<file path="src/rtl/imuldiv_mul_resp_queue_pkg.sv">
// Shared constants and types for the multiplier response queue.
// Tag field layout, product/result widths, output stage states.
package imuldiv_mul_resp_queue_pkg;

  localparam int TAG_HI_BIT = 0;
  localparam int RESULT_W   = 64;
  localparam int OUT_W      = 32;

  typedef enum logic {
    OUT_EMPTY = 1'b0,
    OUT_FULL  = 1'b1
  } out_state_t;

endpackage

</file>
<file path="src/rtl/imuldiv_mul_resp_queue_tag_fifo.sv">
// In-order tag FIFO tracking outstanding multiplies.
// Push is refused when full even if a pop happens the same cycle.
module imuldiv_tag_fifo #(
  parameter int DEPTH = 2,
  parameter int TAG_W = 2
) (
  input  logic             clk,
  input  logic             reset,
  input  logic             i_push,
  input  logic [TAG_W-1:0] i_tag,
  input  logic             i_pop,
  output logic [TAG_W-1:0] o_tag,
  output logic             o_full,
  output logic             o_empty
);

  localparam int PTR_W = $clog2(DEPTH);
  localparam int CNT_W = PTR_W + 1;

  logic [TAG_W-1:0] r_mem [DEPTH];
  logic [PTR_W-1:0] r_wr_ptr;
  logic [PTR_W-1:0] r_rd_ptr;
  logic [CNT_W-1:0] r_count;

  logic w_push;
  logic w_pop;

  assign o_full  = (r_count == CNT_W'(DEPTH));
  assign o_empty = (r_count == '0);
  assign w_push  = i_push & ~o_full;
  assign w_pop   = i_pop & ~o_empty;
  assign o_tag   = r_mem[r_rd_ptr];

  // storage deliberately left out of reset
  always_ff @(posedge clk) begin
    if (w_push) begin
      r_mem[r_wr_ptr] <= i_tag;
    end
  end

  always_ff @(posedge clk) begin
    if (!reset) begin
      r_wr_ptr <= '0;
      r_rd_ptr <= '0;
      r_count  <= '0;
    end else begin
      if (w_push) begin
        r_wr_ptr <= r_wr_ptr + PTR_W'(1);
      end
      if (w_pop) begin
        r_rd_ptr <= r_rd_ptr + PTR_W'(1);
      end
      unique case ({w_push, w_pop})
        2'b10:   r_count <= r_count + CNT_W'(1);
        2'b01:   r_count <= r_count - CNT_W'(1);
        default: r_count <= r_count;
      endcase
    end
  end

endmodule

</file>
<file path="src/rtl/imuldiv_mul_resp_queue.sv">
// Request/response adapter for the iterative multiplier.
// Tags requests in order and returns the selected 32-bit half.
module imuldiv_mul_resp_queue
  import imuldiv_mul_resp_queue_pkg::*;
#(
  parameter int DEPTH = 2,
  parameter int TAG_W = 2
) (
  input  logic                clk,
  input  logic                reset,
  input  logic                in_val,
  input  logic [TAG_W-1:0]    in_tag,
  output logic                in_rdy,
  output logic                mul_req_val,
  input  logic                mul_req_rdy,
  input  logic [RESULT_W-1:0] mul_resp_result,
  input  logic                mul_resp_val,
  output logic                mul_resp_rdy,
  output logic [OUT_W-1:0]    out_result,
  output logic [TAG_W-1:0]    out_tag,
  output logic                out_val,
  input  logic                out_rdy
);

  out_state_t r_state;
  out_state_t w_state_nxt;

  logic [OUT_W-1:0] r_result;
  logic [TAG_W-1:0] r_tag;

  logic             w_full;
  logic             w_empty;
  logic [TAG_W-1:0] w_tag_rd;
  logic             w_req_fire;
  logic             w_resp_fire;
  logic [OUT_W-1:0] w_half;

  assign mul_req_val  = in_val & ~w_full;
  assign in_rdy       = reset & mul_req_rdy & ~w_full;
  assign w_req_fire   = in_val & in_rdy;
  assign mul_resp_rdy = reset & ~w_empty & (~out_val | out_rdy);
  assign w_resp_fire  = mul_resp_val & mul_resp_rdy;

  assign w_half = w_tag_rd[TAG_HI_BIT]
                ? mul_resp_result[RESULT_W-1:OUT_W]
                : mul_resp_result[OUT_W-1:0];

  imuldiv_tag_fifo #(
    .DEPTH (DEPTH),
    .TAG_W (TAG_W)
  ) u_tag_fifo (
    .clk     (clk),
    .reset   (reset),
    .i_push  (w_req_fire),
    .i_tag   (in_tag),
    .i_pop   (w_resp_fire),
    .o_tag   (w_tag_rd),
    .o_full  (w_full),
    .o_empty (w_empty)
  );

  always_ff @(posedge clk) begin
    if (!reset) begin
      r_state <= OUT_EMPTY;
    end else begin
      r_state <= w_state_nxt;
    end
  end

  always_comb begin
    w_state_nxt = r_state;
    unique case (r_state)
      OUT_EMPTY: begin
        if (w_resp_fire) w_state_nxt = OUT_FULL;
      end
      OUT_FULL: begin
        if (out_rdy & ~w_resp_fire) w_state_nxt = OUT_EMPTY;
      end
      default: w_state_nxt = OUT_EMPTY;
    endcase
  end

  always_comb begin
    out_val = (r_state == OUT_FULL);
  end

  always_ff @(posedge clk) begin
    if (!reset) begin
      r_result <= '0;
      r_tag    <= '0;
    end else if (w_resp_fire) begin
      r_result <= w_half;
      r_tag    <= w_tag_rd;
    end
  end

  assign out_result = r_result;
  assign out_tag    = r_tag;

endmodule

</file>
<file path="config.mk">
export PLATFORM = sky130hd
export DESIGN_NAME = imuldiv_mul_resp_queue
export DESIGN_NICKNAME = d
export VERILOG_FILES = /design/src/rtl/imuldiv_mul_resp_queue_pkg.sv /design/src/rtl/imuldiv_mul_resp_queue_tag_fifo.sv /design/src/rtl/imuldiv_mul_resp_queue.sv
export SDC_FILE = /design/constraint.sdc
export NUM_CORES = 1
export LEC_CHECK = 0
export CORE_AREA = 2 2 81 83
export CTS_BUF_LIST = sky130_fd_sc_hd__clkbuf_16
export CTS_CLUSTER_SIZE = 14
export DETAILED_ROUTE_END_ITERATION = 8
export DIE_AREA = 0 0 83 85
export DONT_BUFFER_PORTS = 1
export GPL_ROUTABILITY_DRIVEN = 1
export PLACE_DENSITY = 0.58
export SYNTH_ARGS = -nofsm -noshare
export SYNTH_HDL_FRONTEND = slang
export SYNTH_SLANG_ARGS = --single-unit
</file>
<file path="constraint.sdc">
create_clock -name clk -period 1.6 [get_ports clk]
set_input_delay 0.32 -clock clk [delete_from_list [all_inputs] [get_ports clk]]
set_output_delay 0.32 -clock clk [all_outputs]
set_load 0.1 [all_outputs]
</file>
**Yosys cells after proc, flatten, opt, wreduce, memory -nomap -nowiden**

Memory sizes are Yosys's and may differ from the RTL's. A register that Yosys moved wholly into a read port is not among the register bits.
Index checks and enable logic that the tools add are counted.

- Add/subtract/negate cells: 4
- Eq/ne operators: 3
- Mux-type cells: 9
- Bitwise gates (word level): 15
- Reductions and logical operators: 2

Operators by type and width:

| kind | number |
|---|---|
| $mux W32 | 1 |
| $and A1 B1 Y1 | 10 |
| $mux W1 | 6 |
| $eq A2 B2 Y1 const B | 2 |
| $not A1 Y1 | 4 |
| $pmux W2 S2 | 1 |
| $add A1 B1 Y1 const B | 2 |
| $add A2 B1 Y2 const B | 1 |
| $eq A2 B1 Y1 const B | 1 |
| $logic_not A2 Y1 | 1 |
| $pmux W1 S2 | 1 |
| $reduce_bool A2 Y1 | 1 |
| $sub A2 B1 Y2 const B | 1 |
| $or A1 B1 Y1 | 1 |

- Register bits: 39
- Memory bits (writable): 4
- Bits of input ports: 72
- Output and inout bits: 38
- Logic and storage cells: 40
- Memories kept: 1

Memory list:

| memory | words | width | rd ports | clocked after Yosys merged registers in | write ports | line | text |
|---|---|---|---|---|---|---|---|
| u_tag_fifo.r_mem | 2 | 2 | 1 | 1 | 1 | imuldiv_mul_resp_queue_tag_fifo.sv:20 | `logic [TAG_W-1:0] r_mem [DEPTH];` |

**Logic depth before layout (Yosys ltp)**

Gate-level depths: netlist of the first run.

- Word-level depth: 9
- Mapped depth: 7
- Gate-level depth less buffers: 6

**By module**

Synthesis of the first run repeated with hierarchy kept, for this count alone.

- Cells, all modules: 191
- Area, all modules: 2015.7 um^2

Modules (own cells, without submodules):

| module | instances | cells each | area each (um^2) | seq. area each (um^2) |
|---|---|---|---|---|
| imuldiv_mul_resp_queue | 1 | 159 | 1636.6 | 700.7 |
| imuldiv_tag_fifo | 1 | 32 | 379.1 | 220.2 |

**Worst setup path before layout of the first run**

OpenSTA, ideal clock, no wires.

- Kind: register -> output
- From: reg r_state (netlist: out_val)
- To: out mul_resp_rdy
- Data arrival time: 3.026 ns
- Path slack: -1.746 ns
- Stages on the path, launching flop included: 3
- Path buffers: 0
- Cell sequence: dfxtp_1 nor2b_1 nor3_1

- Word-level cells in the longest chain between the ends: 3

Ends and longest elaborated chain:

| element | line | text |
|---|---|---|
| start: declaration | imuldiv_mul_resp_queue.sv:25 | `out_state_t r_state;` |
| start signal: assignment | imuldiv_mul_resp_queue.sv:66 | `r_state <= w_state_nxt;` |
| $not A1 Y1 | n/a |  |
| $or A1 B1 Y1 | imuldiv_mul_resp_queue.sv:41 | `assign mul_resp_rdy = reset & ~w_empty & (~out_val \| out_rdy);` |
| $and A1 B1 Y1 | imuldiv_mul_resp_queue.sv:41 |  |
| end: declaration | imuldiv_mul_resp_queue.sv:18 | `output logic mul_resp_rdy,` |

No other way between the ends.

**Worst setup path in the final report of the first run**

- From: reg u_tag_fifo.r_count[0]
- To: out mul_req_val

- Word-level cells in the longest chain between the ends: 3

Ends and longest elaborated chain:

| element | line | text |
|---|---|---|
| start: declaration | imuldiv_mul_resp_queue_tag_fifo.sv:23 | `logic [CNT_W-1:0] r_count;` |
| start signal: assignment | imuldiv_mul_resp_queue_tag_fifo.sv:54 | `2'b10: r_count <= r_count + CNT_W'(1);` |
| start signal: assignment | imuldiv_mul_resp_queue_tag_fifo.sv:55 | `2'b01: r_count <= r_count - CNT_W'(1);` |
| start signal: assignment | imuldiv_mul_resp_queue_tag_fifo.sv:56 | `default: r_count <= r_count;` |
| $eq A2 B2 Y1 | imuldiv_mul_resp_queue_tag_fifo.sv:28 | `assign o_full = (r_count == CNT_W'(DEPTH));` |
| $not A1 Y1 | imuldiv_mul_resp_queue.sv:38 | `assign mul_req_val = in_val & ~w_full;` |
| $and A1 B1 Y1 | imuldiv_mul_resp_queue.sv:38 |  |
| end: declaration | imuldiv_mul_resp_queue.sv:14 | `output logic mul_req_val,` |

No other way between the ends.

==> impl_metrics.ini, run 1 <==
[logic_synthesis]
yosysWarnings = 0
synth_top_area_share_pct = 37.7
synthAdderAreaFrac_pct = 0.589
syn_area_um2 = 2130
netlist_instances = 236
synth-seq-area-share_pct = 43.3
ys_seq_elements = 44
synth_area_leader_cell = dfxtp_1
synth_compound_gate_area_share_pct = 28.5
synth_top_family_by_area = compound AO/OA/AOI/OAI gates
syn_avg_cell_area_um2 = 9.01
yosys.area_share.xor_xnor_pct = 0.824
synth_simple_gate_area_share_pct = 16.7
synthMuxAreaShare_pct = 1.65
synth_fp_nets = 309
synth.distinct_cells = 34
yosys-top-cells-area = dfxtp_1 38%, nand2_1 11%, a31oi_1 10%, a311oi_1 9.9%, a311oi_2 5.7%

[min_path]
hold_class = primary input to register
min_from = in_tag[1]
holdPathStages = 0
min_to = u_tag_fifo.r_mem[0][1]$_DFFE_PP_

[placed_design]
dp_hpwl_mm = 3.79
portBuffers = 0
preCtsSetupSlack_ns = -0.0132
routabilityCongestion = 0.732

[setup_path]
crit_cells = 4
critPathSlowestCell = dfxtp_2
crit_buf_inv = 2
r2r_slack_ns = 0.09
cp_slowest_stage_delay_ns = 0.32
reg2reg_from = u_tag_fifo.r_count[0]$_SDFFE_PN0P_
endpoint_kind = primary output
cp_max_fo = 5
required_ns = 1.28
reg2regPathDepth = 7
r2r-end = u_tag_fifo.r_count[1]$_SDFFE_PN0P_
path_class = register to primary output
cp_cell_sequence = buf_6, nand2b_4, and2_4, buf_12
worstPathArrival_ns = 1.20
path_delay_family = flip-flops
start_kind = register

[sta]
fin_ws_ns = 0.0772
finalMaxSlewViolations = 0
worstMarginPinSlew_ns = 0.504
skew_ns = 0.00409
fin_crit_ns = 1.52
fmax_ghz = 0.657
hold_viol_final = 0
worst_hold_slack_ns = 0.130
setup_viol = 0
maxSlewHeadroom_pct = 66.4
period_share_pct = 95.2

[clocking]
hold_buffers = 0
clkLatencyLatePin_ns = 0.28
cts_tree = built
htree_levels = 2
clock-root-buffer = clkbuf_16
cts.sinks = 44
cts_inserted_buffers = 5
clockBufferDepth = 2
clkTransAtPathRegs_ns = 0.06

[final_layout]
synthToLayoutAreaGrowth_pct = 25.9
nets = 340
fillers = 631
drive_gt1_share_pct = 29.5
fin_util_pct = 43.1
mostFrequentLayoutCell = nand2_1
layout_common_cells = 65 x nand2_1, 45 x buf_4, 38 x dfxtp_1, 34 x a31oi_1, 24 x a311oi_1
antenna_cells = 0

[power_and_ir_drop]
seqPwrFrac_pct = 41.6
power_frac_comb_pct = 24.7
leakagePower_nw = 0.981
p_int_w = 0.00190
p_sw_w = 0.000941
worst_ir_drop_vdd_v = 0.000447
pwr-share-clk_pct = 33.6
power.share.switching_pct = 33.1
power-per-cell-area_nw_per_um2 = 1060

[floorplanning]
fp-row-count = 29
die_w_um = 83
dieArea_um2 = 7060
die-height_um = 85
start_util_pct = 34.3
io_pins = 110
coreArea_um2 = 6200

[global_route]
antenna_found_initial = 0
grt_usage_pct = 16.4
grt_max_degree = 40
grt_pass1_vias = 1976
grt_pass1_wl_mm = 9.49
grt_overflow = 0

[routing]
drcViolationCount = 0
via_per_inst = 5.73
via_count = 1977
dr.pass1.iters = 4
wirelength_mm = 5.84
wl_per_cell_um = 16.9
postRouteAntennaNets = 0
drt_iter0_drc = 85

[outcome]
outcome = completed

[run]
maxCapViolations = 0
-- per-layer routing --
layer | vias up | GRT usage [%] | routed length [µm]
li1 | 941 | - | -
met1 | 947 | 19.7 | 2510
met2 | 83 | 28.1 | 2810
met3 | 6 | 5.16 | 454
met4 | 0 | 5.22 | 62
met5 | - | 0 | 0
-- cell type report --
type | instances | area (µm²) | share of cell area, %
Clock buffer | 5 | 125 | 4.68
Clock inverter | 3 | 11.3 | 0.421
Inverter | 3 | 11.3 | 0.421
Multi-Input combinational cell | 164 | 1100 | 41.0
Sequential cell | 44 | 926 | 34.6
Tap cell | 77 | 96.3 | 3.60
Timing Repair Buffer | 49 | 409 | 15.3
-- cell usage after synthesis --
library cell	count
nand2_1	65
dfxtp_1	40
a31oi_1	34
a311oi_1	24
a311oi_2	8
buf_2	7
clkbuf_1	7
buf_6	6
buf_4	5
a21oi_1	4
and2_1	4
edfxtp_1	4
inv_1	3
nor2_1	3
a211oi_1	2
nand2b_1	2
a31o_2	1
ha_1	1
mux2_2	1
mux2i_1	1
mux2i_2	1
nand3_1	1
nand4_1	1
nor2b_1	1
nor3_1	1
nor3_4	1
o21a_1	1
o21ai_0	1
o31ai_1	1
or2_2	1
or3_1	1
or4_4	1
xnor2_1	1
xor2_1	1
-- power by group through the flow --
stage / combinational (W) / clock, W / sequential, W
floorplan: 0.000293 / 0 / 0.00148
global placement: 0.000692 / 0 / 0.00120
detailed placement: 0.000696 / 0 / 0.00121
CTS: 0.000706 / 0.000995 / 0.00118
global route: 0.000745 / 0.00105 / 0.00119
finish: 0.000704 / 0.000956 / 0.00118
-- kinds of logic (layout without fill, tap and decap cells) --
kind of cell	count (synthesis)	count (layout)
AOI/OAI and AO/OA	76	76
xor gates and xnor gates	2	2
and+or+nand+nor	82	82
buffers and inverters	28	60
DFF	44	44
muxes	3	3
adders and majority gates	1	1
-- registers in the layout, summed over array words and instances, names as in the netlist, named ones only --
register / cells
out_tag: 2
u_tag_fifo.r_count: 2
u_tag_fifo.r_rd_ptr: 1
u_tag_fifo.r_wr_ptr: 1
out_result: 32
u_tag_fifo.r_mem: 4
out_val: 1
-- what timing repair did --
item / CTS / global route
gates resized for setup: 7 / 3
endpoints found under the setup margin: 3 / 31
setup buffers: 0 / 0
-- metrics by stage --
step	total power [W]	instances	area, µm²	TNS (ns)
after CTS	0.00288	345	2660	0
after detailed placement	0.00190	338	2510	-0.0132
after global placement	0.00190	338	2510	0
after global routing	0.00298	345	2680	-0.00330
final	0.00284	345	2680	0
after floorplan	0.00177	236	2160	-0.399
-- how the worst max path moves through the flow --
stage                                       startpoint                                  to  slack, ns
finish              u_tag_fifo.r_count[0]$_SDFFE_PN0P_                         mul_req_val       0.08
detailed placement  u_tag_fifo.r_count[0]$_SDFFE_PN0P_  u_tag_fifo.r_count[1]$_SDFFE_PN0P_      -0.01
global route                                  register          out_result[5]$_SDFFE_PN0P_     -0.003
floorplan                           out_val$_SDFF_PN0_  u_tag_fifo.r_count[1]$_SDFFE_PN0P_      -0.24
global placement    u_tag_fifo.r_count[0]$_SDFFE_PN0P_  u_tag_fifo.r_count[1]$_SDFFE_PN0P_       0.05
CTS                 u_tag_fifo.r_count[0]$_SDFFE_PN0P_  u_tag_fifo.r_count[1]$_SDFFE_PN0P_       0.03
-- worst register-to-register path: stages, from the launching register on --
cell	delay, ns
dfxtp_2	0.34
buf_6	0.11
nand2b_4	0.14
nand3_2	0.11
ha_4	0.18
xnor2_1	0.13
or3_1	0.33
a21oi_2	0.11
(Power assumes the default switching activity.)
==> run 2, diff against run 1 <==
--- a/config.mk
+++ b/config.mk
@@ -5,14 +5,14 @@
 export SDC_FILE = /design/constraint.sdc
 export NUM_CORES = 1
 export LEC_CHECK = 0
-export CORE_AREA = 2 2 81 83
+export CORE_AREA = 2 2 65 67
 export CTS_BUF_LIST = sky130_fd_sc_hd__clkbuf_16
 export CTS_CLUSTER_SIZE = 14
 export DETAILED_ROUTE_END_ITERATION = 8
-export DIE_AREA = 0 0 83 85
+export DIE_AREA = 0 0 67 69
 export DONT_BUFFER_PORTS = 1
 export GPL_ROUTABILITY_DRIVEN = 1
-export PLACE_DENSITY = 0.58
+export PLACE_DENSITY = 0.8
 export SYNTH_ARGS = -nofsm -noshare
 export SYNTH_HDL_FRONTEND = slang
 export SYNTH_SLANG_ARGS = --single-unit
==> impl_metrics.ini, run 2 (synthesis gave the netlist of run 1 again) <==
[outcome]
outcome = completed

[sta]
skew_ns = 0.00626
fmax_ghz = 0.656
rsz0062_at_grt = yes
fin_crit_ns = 1.53
period_share_pct = 95.3
hold_viol_final = 0
worstMarginPinSlew_ns = 0.476
maxSlewHeadroom_pct = 68.3
fin_ws_ns = 0.0748
setup_viol = 0
worst_hold_slack_ns = 0.138
setup_tns_ns = 0
finalMaxSlewViolations = 0

[global_route]
grt_util_met3_pct = 5.71
grt_busiest_layer = met2
use_met1_pct = 28.2
antenna_found_initial = 0
grt_pass1_vias = 1917
grt_overflow = 0
grt_max_degree = 40
use_met2_pct = 42.8
grt_pass1_wl_mm = 8.66
grt_usage_pct = 23.7

[clocking]
hold_buffers = 0
clock-root-buffer = clkbuf_16
cts_tree = built
cts_inserted_buffers = 5
clkTransAtPathRegs_ns = 0.06
postCtsSetupRepairBufs = 0
cts.sinks = 44
clockBufferDepth = 2
htree_levels = 2
clkLatencyLatePin_ns = 0.27

[floorplanning]
die-height_um = 69
coreArea_um2 = 3910
fp-row-count = 23
die_w_um = 67
io_pins = 110
dieArea_um2 = 4620
start_util_pct = 54.3

[final_layout]
synthToLayoutAreaGrowth_pct = 23.6
antenna_cells = 0
nets = 339
drive_gt1_share_pct = 28.9
mostFrequentLayoutCell = nand2_1
fillers = 332
largest_reg_flops = 32
layout_common_cells = 65 x nand2_1, 44 x buf_4, 38 x dfxtp_1, 34 x a31oi_1, 24 x a311oi_1

[power_and_ir_drop]
worst_ir_drop_vdd_v = 0.000620
leakagePower_nw = 0.974
power-per-cell-area_nw_per_um2 = 1070

[routing]
dr.pass1.iters = 4
postRouteAntennaNets = 0
wirelength_mm = 5.48
via_per_inst = 6.33
via_count = 1999
wl_per_cell_um = 17.3
drt_iter0_drc = 98
drcViolationCount = 0

[min_path]
hold_class = primary input to register

[setup_path]
cp_max_fo = 5
worstPathArrival_ns = 1.73
critPathSlowestCell = dfxtp_2
required_ns = 1.80
cp_cell_sequence = buf_6, nand2b_4, nand3_2, ha_4, xnor2_1, or3_1, a21oi_1
cp_slowest_stage_delay_ns = 0.34
endpoint_kind = register
start_kind = register
path_class = register to register

[placed_design]
routabilityCongestion = 0.677
preCtsSetupSlack_ns = -0.0131
dp_hpwl_mm = 3.68
portBuffers = 0

[run]
maxCapViolations = 0
run 2: repair_timing:
item	in CTS	in global routing
gates cloned	0	0
gates resized for setup	6	3
setup endpoints to repair	7	27
pin swaps	0	0
run 2: path summary, 6_finish.rpt:
path                                                    startpoint                            endpoint  slack [ns]  cells past startpoint
worst min register to register    u_tag_fifo.r_rd_ptr$_SDFFE_PN0P_                            register        0.51                      2
worst max-delay path            u_tag_fifo.r_count[0]$_SDFFE_PN0P_  u_tag_fifo.r_count[1]$_SDFFE_PN0P_        0.07                      7
worst max register to register  u_tag_fifo.r_count[0]$_SDFFE_PN0P_  u_tag_fifo.r_count[1]$_SDFFE_PN0P_        0.07                      7
worst min-delay path                                     in_tag[1]    u_tag_fifo.r_mem[0][1]$_DFFE_PP_        0.14                      0
run 2: power breakdown:
group	total [W]	leakage, nW	internal [W]	switching [W]
logic	0.000701	0.540	0.000181	0.000520
clock network	0.000920	0.0723	0.000557	0.000363
registers	0.00119	0.361	0.00116	0.0000260
run 2: area by class of cell:
type / instances / area, µm² / share of cell area [%]
Multi-Input combinational cell: 164 / 1090 / 41.6
Sequential cell: 44 / 926 / 35.2
Timing Repair Buffer: 48 / 402 / 15.3
Clock buffer: 5 / 125 / 4.76
Tap cell: 50 / 62.6 / 2.38
Inverter: 3 / 11.3 / 0.429
Clock inverter: 2 / 7.51 / 0.286
run 2: layer usage:
| metal | share of wire, % | up-vias |
|---|---|---|
| met5 | 0 | - |
| met4 | 0.31 | 0 |
| met3 | 8.9 | 2 |
| met2 | 51 | 87 |
| met1 | 40 | 965 |
| li1 | - | 945 |
run 2: worst max-delay path: cells and delay by family (launching register included):
kind	cells	cell delay (ns)
flip-flops	1	0.34
buffers and inverters	1	0.11
adder cells (fa/ha/maj)	1	0.18
AND/OR/NAND/NOR	3	0.56
AO/OA/AOI/OAI	1	0.13
XOR/XNOR	1	0.13
run 2: per-stage QoR:
stage | cells | area, µm² | util [%] | power [W]
finish | 316 | 2630 | 67.1 | 0.00281
global route | 316 | 2630 | 67.1 | 0.00292
CTS | 316 | 2620 | 66.9 | 0.00282
detailed placement | 310 | 2470 | 63.2 | 0.00190
global placement | 310 | 2470 | 63.2 | 0.00189
floorplan | 236 | 2160 | - | 0.00177
==> run 3, diff against run 2 <==
--- a/config.mk
+++ b/config.mk
@@ -5,14 +5,14 @@
 export SDC_FILE = /design/constraint.sdc
 export NUM_CORES = 1
 export LEC_CHECK = 0
-export CORE_AREA = 2 2 65 67
+export CORE_AREA = 2 2 60 62
 export CTS_BUF_LIST = sky130_fd_sc_hd__clkbuf_16
 export CTS_CLUSTER_SIZE = 14
 export DETAILED_ROUTE_END_ITERATION = 8
-export DIE_AREA = 0 0 67 69
+export DIE_AREA = 0 0 62 64
 export DONT_BUFFER_PORTS = 1
 export GPL_ROUTABILITY_DRIVEN = 1
-export PLACE_DENSITY = 0.8
+export PLACE_DENSITY = 0.88
 export SYNTH_ARGS = -nofsm -noshare
 export SYNTH_HDL_FRONTEND = slang
 export SYNTH_SLANG_ARGS = --single-unit
==> constraint.sdc (replaced) <==
create_clock -name clk -period 1.9 [get_ports clk]
set_input_delay 0.38 -clock clk [delete_from_list [all_inputs] [get_ports clk]]
set_output_delay 0.38 -clock clk [all_outputs]
set_load 0.1 [all_outputs]
==> impl_metrics.ini, run 3 (synthesis gave the netlist of run 1 again) <==
[outcome]
outcome = completed

[global_route]
grt_overflow = 0
grt_usage_pct = 27.1
grt_pass1_wl_mm = 8.16
grt_max_degree = 40
antenna_found_initial = 0
grt_pass1_vias = 1882

[sta]
worstMarginPinSlew_ns = 0.630
setup_viol = 0
rsz0062_at_grt = no
fmax_ghz = 0.587
fin_crit_ns = 1.70
skew_ns = 0.00396
finalMaxSlewViolations = 0
setup_tns_ns = 0
maxSlewHeadroom_pct = 58.0
period_share_pct = 89.7
hold_viol_final = 0
fin_ws_ns = 0.196

[setup_path]
cp_slowest_stage_delay_ns = 0.40
r2r-end = u_tag_fifo.r_count[1]$_SDFFE_PN0P_
cp_cell_sequence = nor2_1, nor3_4, ha_4, or3_1, a21oi_1
r2r_slack_ns = 0.20
endpoint_kind = register
required_ns = 2.10
critPathSlowestCell = nor2_1
reg2regPathDepth = 5
reg2reg_from = u_tag_fifo.r_count[0]$_SDFFE_PN0P_
worstPathArrival_ns = 1.90
start_kind = register
cp-endpoint = u_tag_fifo.r_count[1]$_SDFFE_PN0P_
cp_max_fo = 5
path_class = register to register
startpoint = u_tag_fifo.r_count[0]$_SDFFE_PN0P_

[routing]
via_per_inst = 6.32
wirelength_mm = 5.37
via_count = 1958
dr.pass1.iters = 4
postRouteAntennaNets = 0
drcViolationCount = 0
wl_per_cell_um = 17.3
drt_iter0_drc = 214

[clocking]
clockBufferDepth = 2
clkLatencyLatePin_ns = 0.27
cts_inserted_buffers = 5
htree_levels = 2
hold_buffers = 0
clock-root-buffer = clkbuf_16
clkTransAtPathRegs_ns = 0.06
cts.sinks = 44
cts_resized = 0
cts_tree = built
postCtsSetupRepairBufs = 0

[final_layout]
fillers = 225
antenna_cells = 0
seqCellArea_um2 = 925
nets = 336
mostFrequentLayoutCell = nand2_1
multi_input_area_um2 = 1070
layout_common_cells = 65 x nand2_1, 44 x buf_4, 39 x dfxtp_1, 34 x a31oi_1, 24 x a311oi_1
drive_gt1_share_pct = 26.1
largest_reg_flops = 32
synthToLayoutAreaGrowth_pct = 19.9

[run]
maxCapViolations = 0

[floorplanning]
start_util_pct = 64.7
die_w_um = 62
fp-row-count = 21
die-height_um = 64
io_pins = 110
coreArea_um2 = 3280
dieArea_um2 = 3970

[power_and_ir_drop]
worst_ir_drop_vdd_v = 0.000628
leakagePower_nw = 0.943
power-per-cell-area_nw_per_um2 = 920

[placed_design]
dp_hpwl_mm = 3.54
routabilityCongestion = 0.707
portBuffers = 0
preCtsSetupSlack_ns = 0.199

[min_path]
hold_class = primary input to register
==> run 3: layer usage <==
layer	wire length, µm	vias to the layer above	global-route usage (%)
met5	0	-	0
met4	29	0	7.45
li1	-	937	-
met2	2840	98	47.4
met1	2010	919	30.3
met3	493	4	8.70
==> run 3: worst min path at each step <==
| stage | start | end | slack (ns) | depth (start not counted) |
|---|---|---|---|---|
| 2_1_floorplan | u_tag_fifo.r_rd_ptr$_SDFFE_PN0P_ | register | 0.47 | 2 |
| 3_3_place_gp | in_tag[1] | u_tag_fifo.r_mem[0][1]$_DFFE_PP_ | 0.48 | 0 |
| 3_5_place_dp | in_tag[1] | u_tag_fifo.r_mem[0][1]$_DFFE_PP_ | 0.48 | 0 |
| 6_report | in_tag[1] | u_tag_fifo.r_mem[1][1]$_DFFE_PP_ | 0.20 | 0 |
| 4_1_cts | in_tag[1] | u_tag_fifo.r_mem[1][1]$_DFFE_PP_ | 0.19 | 0 |
| 5_1_grt | in_tag[1] | u_tag_fifo.r_mem[1][1]$_DFFE_PP_ | 0.18 | 0 |
==> run 3: layout make-up <==
class	instances	area share (%)
multi-input cells	164	41.9
inverters	3	0.442
flip-flops and latches	44	36.3
well taps	46	2.26
clock inverters	3	0.491
repair buffers	45	13.7
clock buffers	5	4.91
==> run 3: power breakdown <==
| group | total, W | leakage [nW] | switching [W] | internal (W) |
|---|---|---|---|---|
| Combinational | 0.000567 | 0.506 | 0.000434 | 0.000133 |
| Sequential | 0.000995 | 0.361 | 0.0000195 | 0.000975 |
| Clock | 0.000783 | 0.0762 | 0.000309 | 0.000474 |
| Total | 0.00235 | 0.943 | 0.000763 | 0.00158 |
==> run 3: critical path, delay by kind of cell, from the launching register on <==
| family | cells | cell delay (ns) |
|---|---|---|
| AND/OR/NAND/NOR | 3 | 0.87 |
| AO/OA/AOI/OAI | 1 | 0.15 |
| adder cells (fa/ha/maj) | 1 | 0.26 |
| flip-flops | 1 | 0.35 |
==> run 3: stage by stage <==
| stage | utilization (%) | area [µm²] | hold slack [ns] | cells | power [W] |
|---|---|---|---|---|---|
| 4_1_cts | 77.6 | 2550 | 0.191 | 310 | 0.00236 |
| 6_report | 77.6 | 2550 | 0.198 | 310 | 0.00235 |
| 2_1_floorplan | - | 2160 | 0.468 | 236 | 0.00149 |
| 3_5_place_dp | 73.4 | 2410 | 0.479 | 302 | 0.00158 |
| 5_1_grt | 77.6 | 2550 | 0.180 | 310 | 0.00245 |
| 3_3_place_gp | 73.4 | 2410 | 0.479 | 302 | 0.00157 |
